`src/rtl/fetch_ctrl_pkg.sv`:
```
// Shared fetch-stage types: FSM state, the nop encoding and the IF/ID record.
package fetch_ctrl_pkg;

  typedef enum logic [1:0] {
    S_REQ      = 2'd0,
    S_HOLD     = 2'd1,
    S_IDLE_MIS = 2'd2
  } fetch_state_t;

  localparam logic [31:0] NOP_INSTR = 32'h0000_0013;

  typedef struct packed {
    logic        valid;
    logic [63:0] pc;
    logic [31:0] instr;
    logic        misalign;
  } if_id_t;

  function automatic logic pc_misaligned(input logic [63:0] pc);
    return pc[1:0] != 2'b00;
  endfunction

endpackage

```
`src/rtl/fetch_ctrl.sv`:
```
// Fetch-stage sequencer: owns the PC, issues ibus reads, holds the fetched
// word for decode under stall and kills stale fetches on redirect.
//
//   state      | meaning
//   -----------+----------------------------------------------------------
//   S_REQ      | read of pc_cur on the bus (idle for one cycle after reset)
//   S_HOLD     | fetched word held for decode while stall is high
//   S_IDLE_MIS | pc_cur misaligned: fault presented until redirect
module fetch_ctrl
  import fetch_ctrl_pkg::*;
#(
  parameter logic [63:0] RESET_PC = 64'h8000_0000
) (
  input  logic        clk_i,
  input  logic        rst_ni,
  input  logic [63:0] pc_nxt_i,
  input  logic        redirect_i,
  input  logic        stall_i,
  output logic [63:0] pc_cur_o,
  output logic        ireq_valid_o,
  output logic [63:0] ireq_addr_o,
  input  logic        iresp_data_ok_i,
  input  logic [31:0] iresp_data_i,
  output logic        if_valid_o,
  output logic [63:0] if_pc_o,
  output logic [31:0] if_instr_o,
  output logic        if_misalign_o
);

  fetch_state_t state_q;
  logic [63:0]  pc_q;
  logic [63:0]  tgt_q;
  logic         kill_q;
  logic         req_q;
  if_id_t       hold_q;

  logic         rsp_ok;
  logic         live;
  logic         enter_en;
  logic [63:0]  enter_pc;

  assign rsp_ok = (state_q == S_REQ) & req_q & iresp_data_ok_i;
  // A response is forwarded straight to decode only if it is not stale.
  assign live   = rsp_ok & ~kill_q & ~redirect_i;

  // Decide whether the PC moves this cycle, and to where.
  always_comb begin
    enter_en = 1'b0;
    enter_pc = pc_q;
    unique case (state_q)
      S_REQ: begin
        if (!req_q) begin
          // post-reset idle cycle: start fetching (or redirect) next cycle
          enter_en = 1'b1;
          enter_pc = redirect_i ? pc_nxt_i : pc_q;
        end else if (iresp_data_ok_i) begin
          if (redirect_i) begin
            enter_en = 1'b1;
            enter_pc = pc_nxt_i;
          end else if (kill_q) begin
            enter_en = 1'b1;
            enter_pc = tgt_q;
          end else if (!stall_i) begin
            enter_en = 1'b1;
            enter_pc = pc_nxt_i;
          end
        end
      end
      S_HOLD: begin
        if (redirect_i || !stall_i) begin
          enter_en = 1'b1;
          enter_pc = pc_nxt_i;
        end
      end
      S_IDLE_MIS: begin
        if (redirect_i) begin
          enter_en = 1'b1;
          enter_pc = pc_nxt_i;
        end
      end
      default: begin
        enter_en = 1'b1;
        enter_pc = pc_q;
      end
    endcase
  end

  // Fetch FSM with PC, kill/target and IF/ID hold registers.
  always_ff @(posedge clk_i or negedge rst_ni) begin
    if (!rst_ni) begin
      state_q <= S_REQ;
      pc_q    <= RESET_PC;
      tgt_q   <= '0;
      kill_q  <= 1'b0;
      req_q   <= 1'b0;
      hold_q  <= '0;
    end else if (enter_en) begin
      pc_q   <= enter_pc;
      kill_q <= 1'b0;
      if (pc_misaligned(enter_pc)) begin
        state_q <= S_IDLE_MIS;
        req_q   <= 1'b0;
        hold_q  <= '{1'b1, enter_pc, NOP_INSTR, 1'b1};
      end else begin
        state_q      <= S_REQ;
        req_q        <= 1'b1;
        hold_q.valid <= 1'b0;
      end
    end else if (state_q == S_REQ && req_q) begin
      if (iresp_data_ok_i) begin
        // only a live response under stall reaches here
        state_q <= S_HOLD;
        req_q   <= 1'b0;
        hold_q  <= '{1'b1, pc_q, iresp_data_i, 1'b0};
      end else if (redirect_i) begin
        kill_q <= 1'b1;
        tgt_q  <= pc_nxt_i;
      end
    end
  end

  // Present either the live bus response or the held IF/ID record.
  always_comb begin
    if_valid_o    = 1'b0;
    if_pc_o       = hold_q.pc;
    if_instr_o    = hold_q.instr;
    if_misalign_o = 1'b0;
    if (live) begin
      if_valid_o = 1'b1;
      if_pc_o    = pc_q;
      if_instr_o = iresp_data_i;
    end else begin
      if_valid_o    = hold_q.valid & ~redirect_i;
      if_misalign_o = hold_q.misalign & hold_q.valid & ~redirect_i;
    end
  end

  assign pc_cur_o     = pc_q;
  assign ireq_valid_o = req_q;
  assign ireq_addr_o  = pc_q;

endmodule

```
`config.mk`:
```
export PLATFORM = sky130hd
export DESIGN_NAME = fetch_ctrl
export DESIGN_NICKNAME = d
export VERILOG_FILES = /design/src/rtl/fetch_ctrl_pkg.sv /design/src/rtl/fetch_ctrl.sv
export SDC_FILE = /design/constraint.sdc
export NUM_CORES = 1
export LEC_CHECK = 0
export CAP_MARGIN = 15
export CORE_MARGIN = 4
export CORE_UTILIZATION = 35
export DETAILED_ROUTE_END_ITERATION = 6
export RECOVER_POWER = 100
export SKIP_CTS_REPAIR_TIMING = 1
export SYNTH_ARGS = -nofsm -noshare
export SYNTH_HDL_FRONTEND = slang
export SYNTH_SLANG_ARGS = --single-unit
```
`constraint.sdc`:
```
create_clock -name clk_i -period 3.5 [get_ports clk_i]
set_clock_uncertainty 0.15 [all_clocks]
set_input_delay 0.7 -clock clk_i [delete_from_list [all_inputs] [get_ports clk_i]]
set_output_delay 0.7 -clock clk_i [all_outputs]
set_load 0.1 [all_outputs]
```
# Word level (Yosys, flattened, before mapping)
# Cells that the tools add are included.
classes:
  eq_ne: 4
  muxes: 37
  bitwise: 11
  reduce_logical: 12
ops:
  columns: ["cell", "count"]
  rows:
  - ["two-way mux 64 bit", 8]
  - ["two-way mux 98 bit", 3]
  - ["case mux 64 bit (3 select lines)", 1]
  - ["two-way mux 97 bit", 1]
  - ["two-way mux 32 bit", 1]
  - ["two-way mux 1 bit", 18]
  - ["two-way mux 2 bit", 4]
  - ["nonzero test 2 bit", 4]
  - ["AND 1 bit", 7]
  - ["AND reduction 3 bit", 2]
  - ["!= test 2 x 1 -> 1 bit (second input constant)", 2]
  - ["NOT 1 bit", 4]
  - ["AND reduction 4 bit", 1]
  - ["case mux 1 bit (3 select lines)", 1]
  - ["== test 2 x 1 -> 1 bit (second input constant)", 1]
  - ["== test 2 bit (second input constant)", 1]
  - ["zero test 2 bit", 1]
  - ["AND reduction 2 bit", 1]
  - ["logical AND 1 bit", 1]
  - ["zero test 1 bit", 1]
  - ["logical OR 1 bit", 1]
totals:
  reg_bits: 230
  input_bits: 101
  out_inout_bits: 227
  wordCells: 73

# Depth between registers and ports, before layout
depth:
  word_depth: 9
  depth_mapped: 10
  ltp_nobuf: 6

# Worst setup path before layout
# OpenSTA, ideal clock, no wires.
synth_path:
  kind: "reg-to-output"
  from: "register req_q, in the netlist ireq_valid_o"
  to: "output if_pc_o[0]"
  arrival_time_ns: 4.440
  required_time_ns: 2.650
  slack_ns: -1.790
  stages_incl_launch_ff: 7
  n_path_buf: 2
  path_cell_list: "dfrtp_1 nor3b_2 nand2_1 or2_2 clkbuf_1 clkbuf_1 o21ai_0"
synth_between:
  elab_chain_len: 5
synth_rtl:
  columns: ["element", "line_no", "text"]
  rows:
  - ["start, declared", "fetch_ctrl.sv:34", "logic req_q;"]
  - ["start signal, assigned", "fetch_ctrl.sv:95", "req_q <= 1'b0;"]
  - ["start signal, assigned", "fetch_ctrl.sv:102", "req_q <= 1'b0;"]
  - ["start signal, assigned", "fetch_ctrl.sv:106", "req_q <= 1'b1;"]
  - ["AND 1 bit (2 in series)", "fetch_ctrl.sv:42", "assign rsp_ok = (state_q == S_REQ) & req_q & iresp_data_ok_i;"]
  - ["AND 1 bit (2 in series)", "fetch_ctrl.sv:44", "assign live = rsp_ok & ~kill_q & ~redirect_i;"]
  - ["two-way mux 64 bit", "fetch_ctrl.sv:128", "if (live) begin"]
  - ["end, declared", "fetch_ctrl.sv:25", "output logic [63:0] if_pc_o,"]
# Every way passes these cells.

# Worst setup path in the final report
layout_path:
  from: "register state_q[1]"
  to: "output if_pc_o[20]"
layout_between:
  elab_chain_len: 6
layout_rtl:
  columns: ["element", "line_no", "text"]
  rows:
  - ["start, declared", "fetch_ctrl.sv:30", "fetch_state_t state_q;"]
  - ["start signal, assigned", "fetch_ctrl.sv:91", "state_q <= S_REQ;"]
  - ["start signal, assigned", "fetch_ctrl.sv:101", "state_q <= S_IDLE_MIS;"]
  - ["start signal, assigned", "fetch_ctrl.sv:105", "state_q <= S_REQ;"]
  - ["zero test 2 bit", "fetch_ctrl.sv:42", null]
  - ["AND 1 bit (2 in series)", "fetch_ctrl.sv:42", null]
  - ["AND 1 bit (2 in series)", "fetch_ctrl.sv:44", null]
  - ["two-way mux 64 bit", "fetch_ctrl.sv:128", null]
# Every way passes these cells.

==> impl_results.md <==
* Num ports at about 330
* Top-count cell post-synth: dfrtp_1
* RSZ-0062 raised after global routing: no
* Fin. Hold Viols at 0
* Post-detail-place hpwl at 19,900 um
* Residual DRC count at 0
* Failing checks: max-capacitance violations, max-slew violations
* Post-synthesis compound-gate area fraction at 0.127
* Slowest stage delay, CP at 0.49 ns
* Mux cell area share after synthesis at 0.237
* Xor/xnor cell area share of the yosys netlist at 0
* Adder-cell area share of the yosys netlist at 0
* CTS tree: done
* Post-route design area at 15,400 sq um
* Worst setup EP type: output port
* Simple-Gate Fraction of Synth Area at 0.0345
* Layout cell share with drive strength beyond 1 at 0.340
* Leading area contributor after synthesis: dfrtp_1
* ANT nets after route at 0
* Placed cells at around 1,500
* Routing usage on met3 at 0.0450
* Reg2Reg Setup Slack at approximately 0.46 ns
* Port Buf Inserts at ~330
* Num CTS Buffers at 27
* EDFF count, synth at 0
* Cells after Synth at about 870
* Core area at 30,800 sq um
* Critical-path cell list: nor3b_4 > nand2_1 > or2_4 > buf_12 > mux2_2 > buf_12
* Area of the die at between 30,000 and 40,000 sq um
* Worst path depth at 6
* Worst Path Required at roughly 2.7 ns
* Post-Syn Nets at between 900 and 1,000
* Post-synthesis async set-or-reset flop share at 1.00
* CP arrival at 2.53 ns
* CP startpoint kind: flip-flop
* Post-synthesis sequential area ratio at 0.523
* R2R cell count at 5
* DRT iter0 DRCs at 215
* Share of the synthesized area in the top cell type at 0.520
* GRT Util Overall at 0.170
* Routability Congestion at 0.771
* Final setup vio count at 0
* Final net count at approximately 1,200
* Synthesized area at roughly 11,000 sq um
* Final WL at ~30,000 um
* Final worst-path cycle share at 0.967
* Most used DFF post-synth: dfrtp_1
* Sink Count at 230
* Final slew viol count at 66
* Synth area leaders: dfrtp_1, mux2_2, a22o_1
* Area Growth Syn to Fin at 40.1%
* Clock transition at the registers of the reported paths at around 0.060 ns
* Worst slew pin tran at just under 2 ns
* Pre-antenna DRT Iters at 4
* Setup CP Type: reg -> out
* CP max FO at 52
* Grt met1 use at 0.233
* YS warnings at 0
* Gr busiest metal: met2
* Unique masters post-synth at 45
* Max clock buf depth at 3
* Die Wd at approximately 190 um
* CP bufs+invs at 2
* Most frequent cells after synthesis: dfrtp_1, mux2_2, buf_4
* CP max-delay cell: dfrtp_2
* Cell repeated most along the worst path: buf_12
* Grt ovf at 0
* Cell Count, Final, Fillers Out at roughly 1,600
* Row cnt at 64
* Tmin final at 3.38 ns
* DR WL/cell at 19.3 um
* Initial core utilization at 0.357
* Fmax at around 0.30 GHz
* Slew HR at -0.286
* Vias per inst at 5.04
* Die Ht at between 150 and 200 um
* Number of max-cap violations at 1
* N_diodes at 0
* Post-placement cell area at approximately 15,000 sq um
* Initial antenna violation count at 2
* Routing usage on met2 at 0.278
* Main combinational cell family by area after synthesis: multiplexers
* Status: finished, violations left
* Synth Register Bits at 230
* Top delay family on crit path: simple AND/OR/NAND/NOR gates
* Vias at ~8,000
* Root Buffer: clkbuf_16
* HP Class: reg -> reg
* WHS Path Cells at 1
* Vias in the first global route at 8,175
* First-pass GRT wire length at 47,100 um
* Largest net degree at the start of global routing at 110
* Syn avg cell area at roughly 13 sq um
* Maximum level of the CTS H-tree at 1
* Clk_lat worst skew at 0.53 ns
* # fillers at 2,804
## cells in the final DEF (no fill, tap or decap), types with 2 or more instances in the layout
| cell type | instances |
|---|---|
| nor2b_1 | 2 |
| nor3_1 | 4 |
| a211oi_1 | 2 |
| nor2_1 | 8 |
| mux2_2 | 204 |
| a21o_1 | 61 |
| nand3b_1 | 3 |
| a221oi_1 | 2 |
| clkbuf_16 | 27 |
| mux2_1 | 20 |
| clkbuf_2 | 5 |
| a31oi_1 | 2 |
| o21ai_2 | 2 |
| buf_12 | 104 |
| o21ai_0 | 32 |
| a22o_1 | 62 |
| o2111ai_1 | 2 |
| clkdlybuf4s50_1 | 99 |
| clkinv_2 | 2 |
| a21oi_1 | 4 |
| mux2i_1 | 2 |
| buf_4 | 15 |
| nand3_1 | 30 |
| clkbuf_8 | 13 |
| o21ba_2 | 4 |
| inv_1 | 33 |
| nand2b_1 | 4 |
| dfrtp_1 | 227 |
| o21a_1 | 3 |
| nand2_1 | 12 |
| nor3b_1 | 2 |
| clkbuf_1 | 138 |
| buf_6 | 2 |
## cell type report
class                      count  area, sq um  share of cell area
clock buffer                  45          873              0.0566
sequential                   230         5760               0.374
inverter                      33          124             0.00803
multi-input combinational    485         4370               0.283
tap                          396          495              0.0321
timing repair buffer         359         3740               0.243
clock inverter                 5         57.6             0.00373
## worst paths after layout
path,from,endpoint
worst min register to register,hold_q[80],hold_q[80]
min in group asynchronous,rst_ni,hold_q[19]
worst min-delay path,hold_q[80],hold_q[80]
worst max-delay path,state_q[1],if_pc_o[20]
worst max register to register,ireq_valid_o,tgt_q[32]
max in group asynchronous,rst_ni,ireq_addr_o[25]
## sequential cells by signal, indices dropped and copies added (netlist names)
| register | cells |
|---|---|
| hold_q | 98 |
| tgt_q | 64 |
| kill_q | 1 |
| state_q | 2 |
| ireq_addr_o | 64 |
| ireq_valid_o | 1 |
## per-layer routing
metal	vias to the layer above	wire, um	share of wire
met3	38	2230	0.074
met4	4	323	0.011
met5	-	33	0.0011
met2	243	14100	0.47
li1	3621	-	-
met1	3918	13200	0.44
## cells by family (layout without fill, tap and decap cells)
kind of cell	count (synthesis)	after routing
buffers and inverters	157	442
muxes	226	226
AOI/OAI and AO/OA	186	186
DFF	230	230
and+or+nand+nor	73	73
## per-stage QoR
step	worst slack (ns)	util	hold slack (ns)	TNS, ns
2_1_floorplan	0.0758	-	0.254	0
3_3_place_gp	0.0791	0.491	0.333	0
3_5_place_dp	0.0912	0.491	0.337	0
4_1_cts	-0.102	0.521	-0.164	-7.60
5_1_grt	0.0217	0.500	0.360	0
6_report	0.116	0.500	0.333	0
Power is not shown: default switching activity piles up to over one toggle a cycle in this logic, so the estimate is an artifact.
